`src/rtl/coeff_pkg.sv`:
```
// Shared definitions for the coefficient streamer: FSM encoding,
// derived-width helpers and the saturating negate used by the fold option.
package coeff_pkg;

  typedef enum logic [1:0] {
    ST_IDLE   = 2'd0,
    ST_STREAM = 2'd1,
    ST_DONE   = 2'd2
  } coeff_state_t;

  // Index width for n entries, never below one bit.
  function automatic int width_min1(input int n);
    return (n <= 2) ? 1 : $clog2(n);
  endfunction

  // Stored taps per bank when symmetric folding is used.
  function automatic int half_len(input int len);
    return (len + 1) / 2;
  endfunction

  // Negate a width-bit value (sign-extended to 64 bits); the most-negative
  // code has no positive twin, so it clips to the most-positive one.
  function automatic logic signed [63:0] sat_negate(input logic signed [63:0] v,
                                                    input int width);
    logic signed [63:0] lo;
    logic signed [63:0] hi;
    lo = -(64'sd1 <<< (width - 1));
    hi = (64'sd1 <<< (width - 1)) - 64'sd1;
    if (v == lo) return hi;
    return -v;
  endfunction

endpackage

```
`src/rtl/coeff_bank_ram.sv`:
```
// Coefficient storage: NUM_BANKS x DEPTH words, one synchronous write port
// and one combinational read port. The parent registers the read data, so a
// write and a read of the same word in one cycle delivers the old contents.
module coeff_bank_ram #(
  parameter int NUM_BANKS  = 4,
  parameter int DEPTH      = 27,
  parameter int DATA_WIDTH = 18,
  parameter int BANK_BITS  = 2,
  parameter int ADDR_BITS  = 5
) (
  input  logic                         clock,
  input  logic                         wr_en,
  input  logic [BANK_BITS-1:0]         wr_bank,
  input  logic [ADDR_BITS-1:0]         wr_addr,
  input  logic signed [DATA_WIDTH-1:0] wr_data,
  input  logic [BANK_BITS-1:0]         rd_bank,
  input  logic [ADDR_BITS-1:0]         rd_addr,
  output logic signed [DATA_WIDTH-1:0] rd_data
);

  // Contents are deliberately outside the reset domain; they survive reset.
  logic signed [DATA_WIDTH-1:0] mem [NUM_BANKS][DEPTH];

  // Host write port.
  always_ff @(posedge clock) begin
    if (wr_en) mem[wr_bank][wr_addr] <= wr_data;
  end

  assign rd_data = mem[rd_bank][rd_addr];

endmodule

```
`src/rtl/setup_coeff_bank.sv`:
```
// Run-time loadable FIR coefficient streamer. Holds NUM_BANKS sets of LENGTH
// taps and, on enable, shifts the selected set out one tap per clock, then
// raises coeffSetFlag until enable drops.
// Build option: define SETUP_COEFF_FOLD_EN to store only (LENGTH+1)/2 taps
// per bank and mirror the rest, negated (saturating) for banks whose
// ANTISYM_MASK bit is set.
//
// state     | meaning
// ----------+----------------------------------------------
// ST_IDLE   | waiting for enable with a legal bankSelect
// ST_STREAM | delivering taps 1..LENGTH-1 of activeBank
// ST_DONE   | all taps delivered, flag held until enable=0
module setup_coeff_bank
  import coeff_pkg::*;
#(
  parameter int LENGTH       = 27,
  parameter int DATA_WIDTH   = 18,
  parameter int NUM_BANKS    = 4,
  parameter int ANTISYM_MASK = 1,
  localparam int BANK_BITS   = width_min1(NUM_BANKS),
  localparam int ADDR_BITS   = width_min1(LENGTH)
) (
  input  logic                         clock,
  input  logic                         reset,
  input  logic                         enable,
  input  logic [BANK_BITS-1:0]         bankSelect,
  input  logic                         wrEnable,
  input  logic [BANK_BITS-1:0]         wrBank,
  input  logic [ADDR_BITS-1:0]         wrAddr,
  input  logic signed [DATA_WIDTH-1:0] wrData,
  output logic signed [DATA_WIDTH-1:0] coefficientOut,
  output logic                         coeffValid,
  output logic                         coeffSetFlag,
  output logic                         busy,
  output logic                         error
);

  localparam int CNT_BITS = ADDR_BITS + 1;
`ifdef SETUP_COEFF_FOLD_EN
  localparam int DEPTH = half_len(LENGTH);
  localparam logic [31:0] ANTI_BITS = 32'(ANTISYM_MASK);
`else
  localparam int DEPTH = LENGTH;
`endif
  localparam int RAM_ADDR_BITS = width_min1(DEPTH);

  coeff_state_t                 state, state_nxt;
  logic [CNT_BITS-1:0]          cnt, cnt_nxt;
  logic [BANK_BITS-1:0]         active_bank, bank_nxt;
  logic signed [DATA_WIDTH-1:0] out_nxt;
  logic                         valid_nxt, flag_nxt, busy_nxt, err_nxt;
  logic                         start_err;
  logic                         sel_ok, wr_legal, ram_wr_en;
  logic [BANK_BITS-1:0]         rd_bank;
  logic [CNT_BITS-1:0]          tap_idx;
  logic [RAM_ADDR_BITS-1:0]     rd_addr;
  logic signed [DATA_WIDTH-1:0] rd_data, tap_data;

  assign sel_ok   = 32'(bankSelect) < NUM_BANKS;
  // The streaming bank is locked against writes only while taps are flowing.
  assign wr_legal = (32'(wrBank) < NUM_BANKS) && (32'(wrAddr) < DEPTH) &&
                    !(busy && (wrBank == active_bank));
  assign ram_wr_en = wrEnable && wr_legal && !reset;

  coeff_bank_ram #(
    .NUM_BANKS  (NUM_BANKS),
    .DEPTH      (DEPTH),
    .DATA_WIDTH (DATA_WIDTH),
    .BANK_BITS  (BANK_BITS),
    .ADDR_BITS  (RAM_ADDR_BITS)
  ) u_ram (
    .clock   (clock),
    .wr_en   (ram_wr_en),
    .wr_bank (wrBank),
    .wr_addr (RAM_ADDR_BITS'(wrAddr)),
    .wr_data (wrData),
    .rd_bank (rd_bank),
    .rd_addr (rd_addr),
    .rd_data (rd_data)
  );

  // Read address: tap 0 of the requested bank while idle, else the tap counter.
  always_comb begin
    rd_bank  = (state == ST_IDLE) ? bankSelect : active_bank;
    tap_idx  = (state == ST_IDLE) ? '0 : cnt;
    rd_addr  = RAM_ADDR_BITS'(tap_idx);
    tap_data = rd_data;
`ifdef SETUP_COEFF_FOLD_EN
    if (32'(tap_idx) >= DEPTH) begin
      rd_addr = RAM_ADDR_BITS'(CNT_BITS'(LENGTH - 1) - tap_idx);
      if (ANTI_BITS[rd_bank])
        tap_data = DATA_WIDTH'(sat_negate(64'(rd_data), DATA_WIDTH));
    end
`endif
  end

  // Next-state and next-output decode; everything idles unless a case drives it.
  always_comb begin
    state_nxt = state;
    cnt_nxt   = cnt;
    bank_nxt  = active_bank;
    out_nxt   = '0;
    valid_nxt = 1'b0;
    flag_nxt  = 1'b0;
    busy_nxt  = 1'b0;
    start_err = 1'b0;
    case (state)
      ST_IDLE: begin
        cnt_nxt = '0;
        if (enable) begin
          if (sel_ok) begin
            bank_nxt  = bankSelect;
            out_nxt   = tap_data;
            valid_nxt = 1'b1;
            busy_nxt  = 1'b1;
            cnt_nxt   = CNT_BITS'(1);
            if (LENGTH == 1) begin
              flag_nxt  = 1'b1;
              state_nxt = ST_DONE;
            end else begin
              state_nxt = ST_STREAM;
            end
          end else begin
            start_err = 1'b1;
          end
        end
      end
      ST_STREAM: begin
        if (!enable) begin
          state_nxt = ST_IDLE;
          cnt_nxt   = '0;
        end else begin
          out_nxt   = tap_data;
          valid_nxt = 1'b1;
          busy_nxt  = 1'b1;
          cnt_nxt   = cnt + CNT_BITS'(1);
          if (32'(cnt) == LENGTH - 1) begin
            flag_nxt  = 1'b1;
            state_nxt = ST_DONE;
          end
        end
      end
      ST_DONE: begin
        if (!enable) begin
          state_nxt = ST_IDLE;
          cnt_nxt   = '0;
        end else begin
          flag_nxt = 1'b1;
        end
      end
      default: begin
        state_nxt = ST_IDLE;
        cnt_nxt   = '0;
      end
    endcase
    err_nxt = (wrEnable && !wr_legal) || start_err;
  end

  // State and registered outputs; reset overrides every other input.
  always_ff @(posedge clock) begin
    if (reset) begin
      state          <= ST_IDLE;
      cnt            <= '0;
      active_bank    <= '0;
      coefficientOut <= '0;
      coeffValid     <= 1'b0;
      coeffSetFlag   <= 1'b0;
      busy           <= 1'b0;
      error          <= 1'b0;
    end else begin
      state          <= state_nxt;
      cnt            <= cnt_nxt;
      active_bank    <= bank_nxt;
      coefficientOut <= out_nxt;
      coeffValid     <= valid_nxt;
      coeffSetFlag   <= flag_nxt;
      busy           <= busy_nxt;
      error          <= err_nxt;
    end
  end

endmodule

```
`config.mk`:
```
export PLATFORM = sky130hd
export DESIGN_NAME = setup_coeff_bank
export DESIGN_NICKNAME = d
export VERILOG_FILES = /design/src/rtl/coeff_pkg.sv /design/src/rtl/coeff_bank_ram.sv /design/src/rtl/setup_coeff_bank.sv
export SDC_FILE = /design/constraint.sdc
export NUM_CORES = 2
export LEC_CHECK = 0
export CAP_MARGIN = 20
export CORE_ASPECT_RATIO = 0.9
export CORE_MARGIN = 3
export CORE_UTILIZATION = 60
export DETAILED_ROUTE_END_ITERATION = 6
export PLACE_DENSITY = 0.78
export SLEW_MARGIN = 20
export SYNTH_ARGS = -nofsm -noshare
export SYNTH_HDL_FRONTEND = slang
export SYNTH_SLANG_ARGS = --single-unit
```
`constraint.sdc`:
```
create_clock -name clock -period 5.45 [get_ports clock]
set_input_delay 1.3625 -clock clock [delete_from_list [all_inputs] [get_ports clock]]
set_output_delay 1.3625 -clock clock [all_outputs]
set_load 0.005 [all_outputs]
```
==> qor.yml <==
run_status: "completed"
post_cts_resized: 0
cp-start-kind: "register"
drive_gt1_share_pct: 20.7
cp_max_fo: 41
fin_nets: 4272
timing.rr.start: "state[1]"
rsz0062_at_grt: "false"
yosysMostFrequentCell: "edfxtp_1"
die_y_um: 344
clk_pin_slew_ps: 60
ys_warn_count: 0
num_vias: 42000
drt_first_pass_iters: 6
antenna_found_initial: 12
vias_per_cell: 6.90
synthToLayoutAreaGrowth_pct: 12.8
clock_path_buffers: 3
period_share_pct: 91.3
p_leak_nw: 27.7
cts_made_buffers: 182
crit_type: "reg -> reg"
fin_skew_ps: 24.7
ctsHoldBuffers: 0
fin_setup_tns_ps: 0
fin_crit_ps: 4980
synth_fp_nets: 3989
coreArea_sq_um: 125000
synth_top_area_share_pct: 76.8
mappedNetlistArea_sq_um: 76000
io_buffers: 52
setup_violations: 0
ys_seq_area_share_pct: 77.6
htreeDepth: 4
cts_sinks: 1975
drc: 0
hold_start: "cnt[5]"
maxCapViolations: 0
cts_tree: "yes"
synthCells: 3952
worstSetupEndpointType: "register"
cp.arrival_ps: 5600
wl_per_cell_um: 32.4
postRouteAntennaNets: 0
gp_congestion: 0.864
synth_fa_ha_area_share_pct: 0.0988
synthMuxAreaShare_pct: 12.5
worstSkewPairLatency_ps: 810
min_path_type: "reg -> reg"
synth_cell_types: 47
holdWs_ps: 496
relSlewSlack_pct: 18.4
ff2ff_path_depth: 9
cp_data_required_time_ps: 6070
synth_top_family_by_area: "multiplexers"
grt_pass1_wl_mm: 285
yosysTopAreaCell: "edfxtp_1"
root_buffer: "clkbuf_16"
cts_setup_buffers: 0
synthTopCellsByCount: "edfxtp_1 (1944), mux4_2 (305), nand2_1 (284)"
hpwl_mm: 117
synth-edff-count: 1944
clock.fmax_ghz: 0.201
ios: 53
start_util_pct: 60.6
synth_flop_cell: "edfxtp_1"
crit_path_start: "state[1]"
holdPathStages: 2
synth_area_leaders: "edfxtp_1 (77%), mux4_2 (9.0%), mux2i_1 (3.3%)"
die_w_um: 381
drt_iter0_markers: 7205
synth-seq-cells: 1975
tightest_slew_ps: 1220
fp-row-count: 123
power.density_nw_per_um2: 366
hold_violations: 0
worst_ir_drop_vdd_v: 0.000343
synthArstFlopShare_pct: 0
die_area_sq_um: 131000
track_usage_pct: 30.3
drt_wl_total_mm: 197
grt_overflow: 0
synth_compound_gate_area_share_pct: 4.34
yosys.area_share.simple_pct: 4.01
synth-xor-area-share_pct: 0.0576
syn_avg_cell_area_sq_um: 19.2
maxSlewViolCount: 0
grt_pass1_vias: 40800
grt_max_degree: 114
==> layer usage <==
metal	track usage [%]	up-vias	wire [um]
li1	-	16800	-
met1	43.5	21300	71400
met2	45.6	3322	91000
met3	7.56	468	26800
met4	11.9	10	7700
met5	0	-	71
==> path summary, 6_finish.rpt <==
check                                           to  slack, ps
worst max-delay path            coefficientOut[11]        470
worst max register to register  coefficientOut[11]        470
worst min register to register              cnt[5]        500
worst min-delay path                        cnt[5]        500
==> metrics by stage <==
step | setup slack, ps | instance area, sq um | instances | total power, W | util [%]
finish | 474 | 85800 | 6081 | 0.0314 | 68.4
global route | 185 | 85800 | 6074 | 0.0322 | 68.4
CTS | 571 | 85700 | 6073 | 0.0315 | 68.3
detailed placement | -49.7 | 80100 | 5737 | 0.0195 | 63.8
global placement | 42.6 | 80100 | 5737 | 0.0195 | 63.8
floorplan | 1700 | 76000 | 3952 | 0.0185 | -
==> cell usage in the layout (no fill, tap or decap), drive strengths merged, types with 2 or more instances in the layout <==
master and n:
ha 6, o21ai 78, buf 287, mux4 306, xnor2 2, edfxtp 1944
nor2b 6, o21bai 2, mux2i 254, a21oi 64, dfxtp 31, nor3 2
clkdlybuf4s50 34, o2111ai 18, clkbuf 239, o22ai 72, or3 3, and3b 3
a32oi 53, nand2b 5, nand4 20, a22oi 55, nand2 284, a2111oi 18
diode 7, a31oi 2, clkinvlp 6, xor2 3, nor3b 6, a211oi 36
nor2 171, inv 13, clkinv 76, mux2 2, bufinv 7, a221oi 72
nand3 204
==> cell type report <==
type	count	area [sq um]
Timing Repair Buffer	321	2830
Multi-Input combinational cell	1750	16100
Fill cell	7437	39700
Clock buffer	239	4950
Tap cell	1687	2110
Clock inverter	97	703
Antenna cell	7	17.5
Sequential cell	1975	59000
Inverter	5	18.8
==> where the power goes <==
part | total, W | switching [W] | internal [W]
clock | 0.0122 | 0.00542 | 0.00674
sequential | 0.0168 | 0.0000462 | 0.0167
combinational | 0.00251 | 0.00154 | 0.000969
total | 0.0314 | 0.00701 | 0.0244
==> cell families after synthesis <==
logic type               Yosys count
flip-flops                      1975
AND/OR/NAND/NOR                  706
multiplexers                     562
AO/OA/AOI/OAI                    471
buffers and inverters            227
adder cells (fa/ha/maj)            6
XOR/XNOR                           5
==> flip-flops by register name (all words and copies together), names as in the netlist <==
signal	flops
active_bank	2
coefficientOut	18
coeffSetFlag	1
error	1
state	2
u_ram.mem	1944
cnt	6
busy	1
==> critical path: stages (launching register included) <==
cell	delay, ps
dfxtp_1	340
inv_1	110
ha_1	770
mux2_8	630
buf_4	590
mux4_2	400
a2111oi_0	400
o21ai_0	300
a32oi_1	1020
nor2_1	170
(Power assumes the default switching activity.)
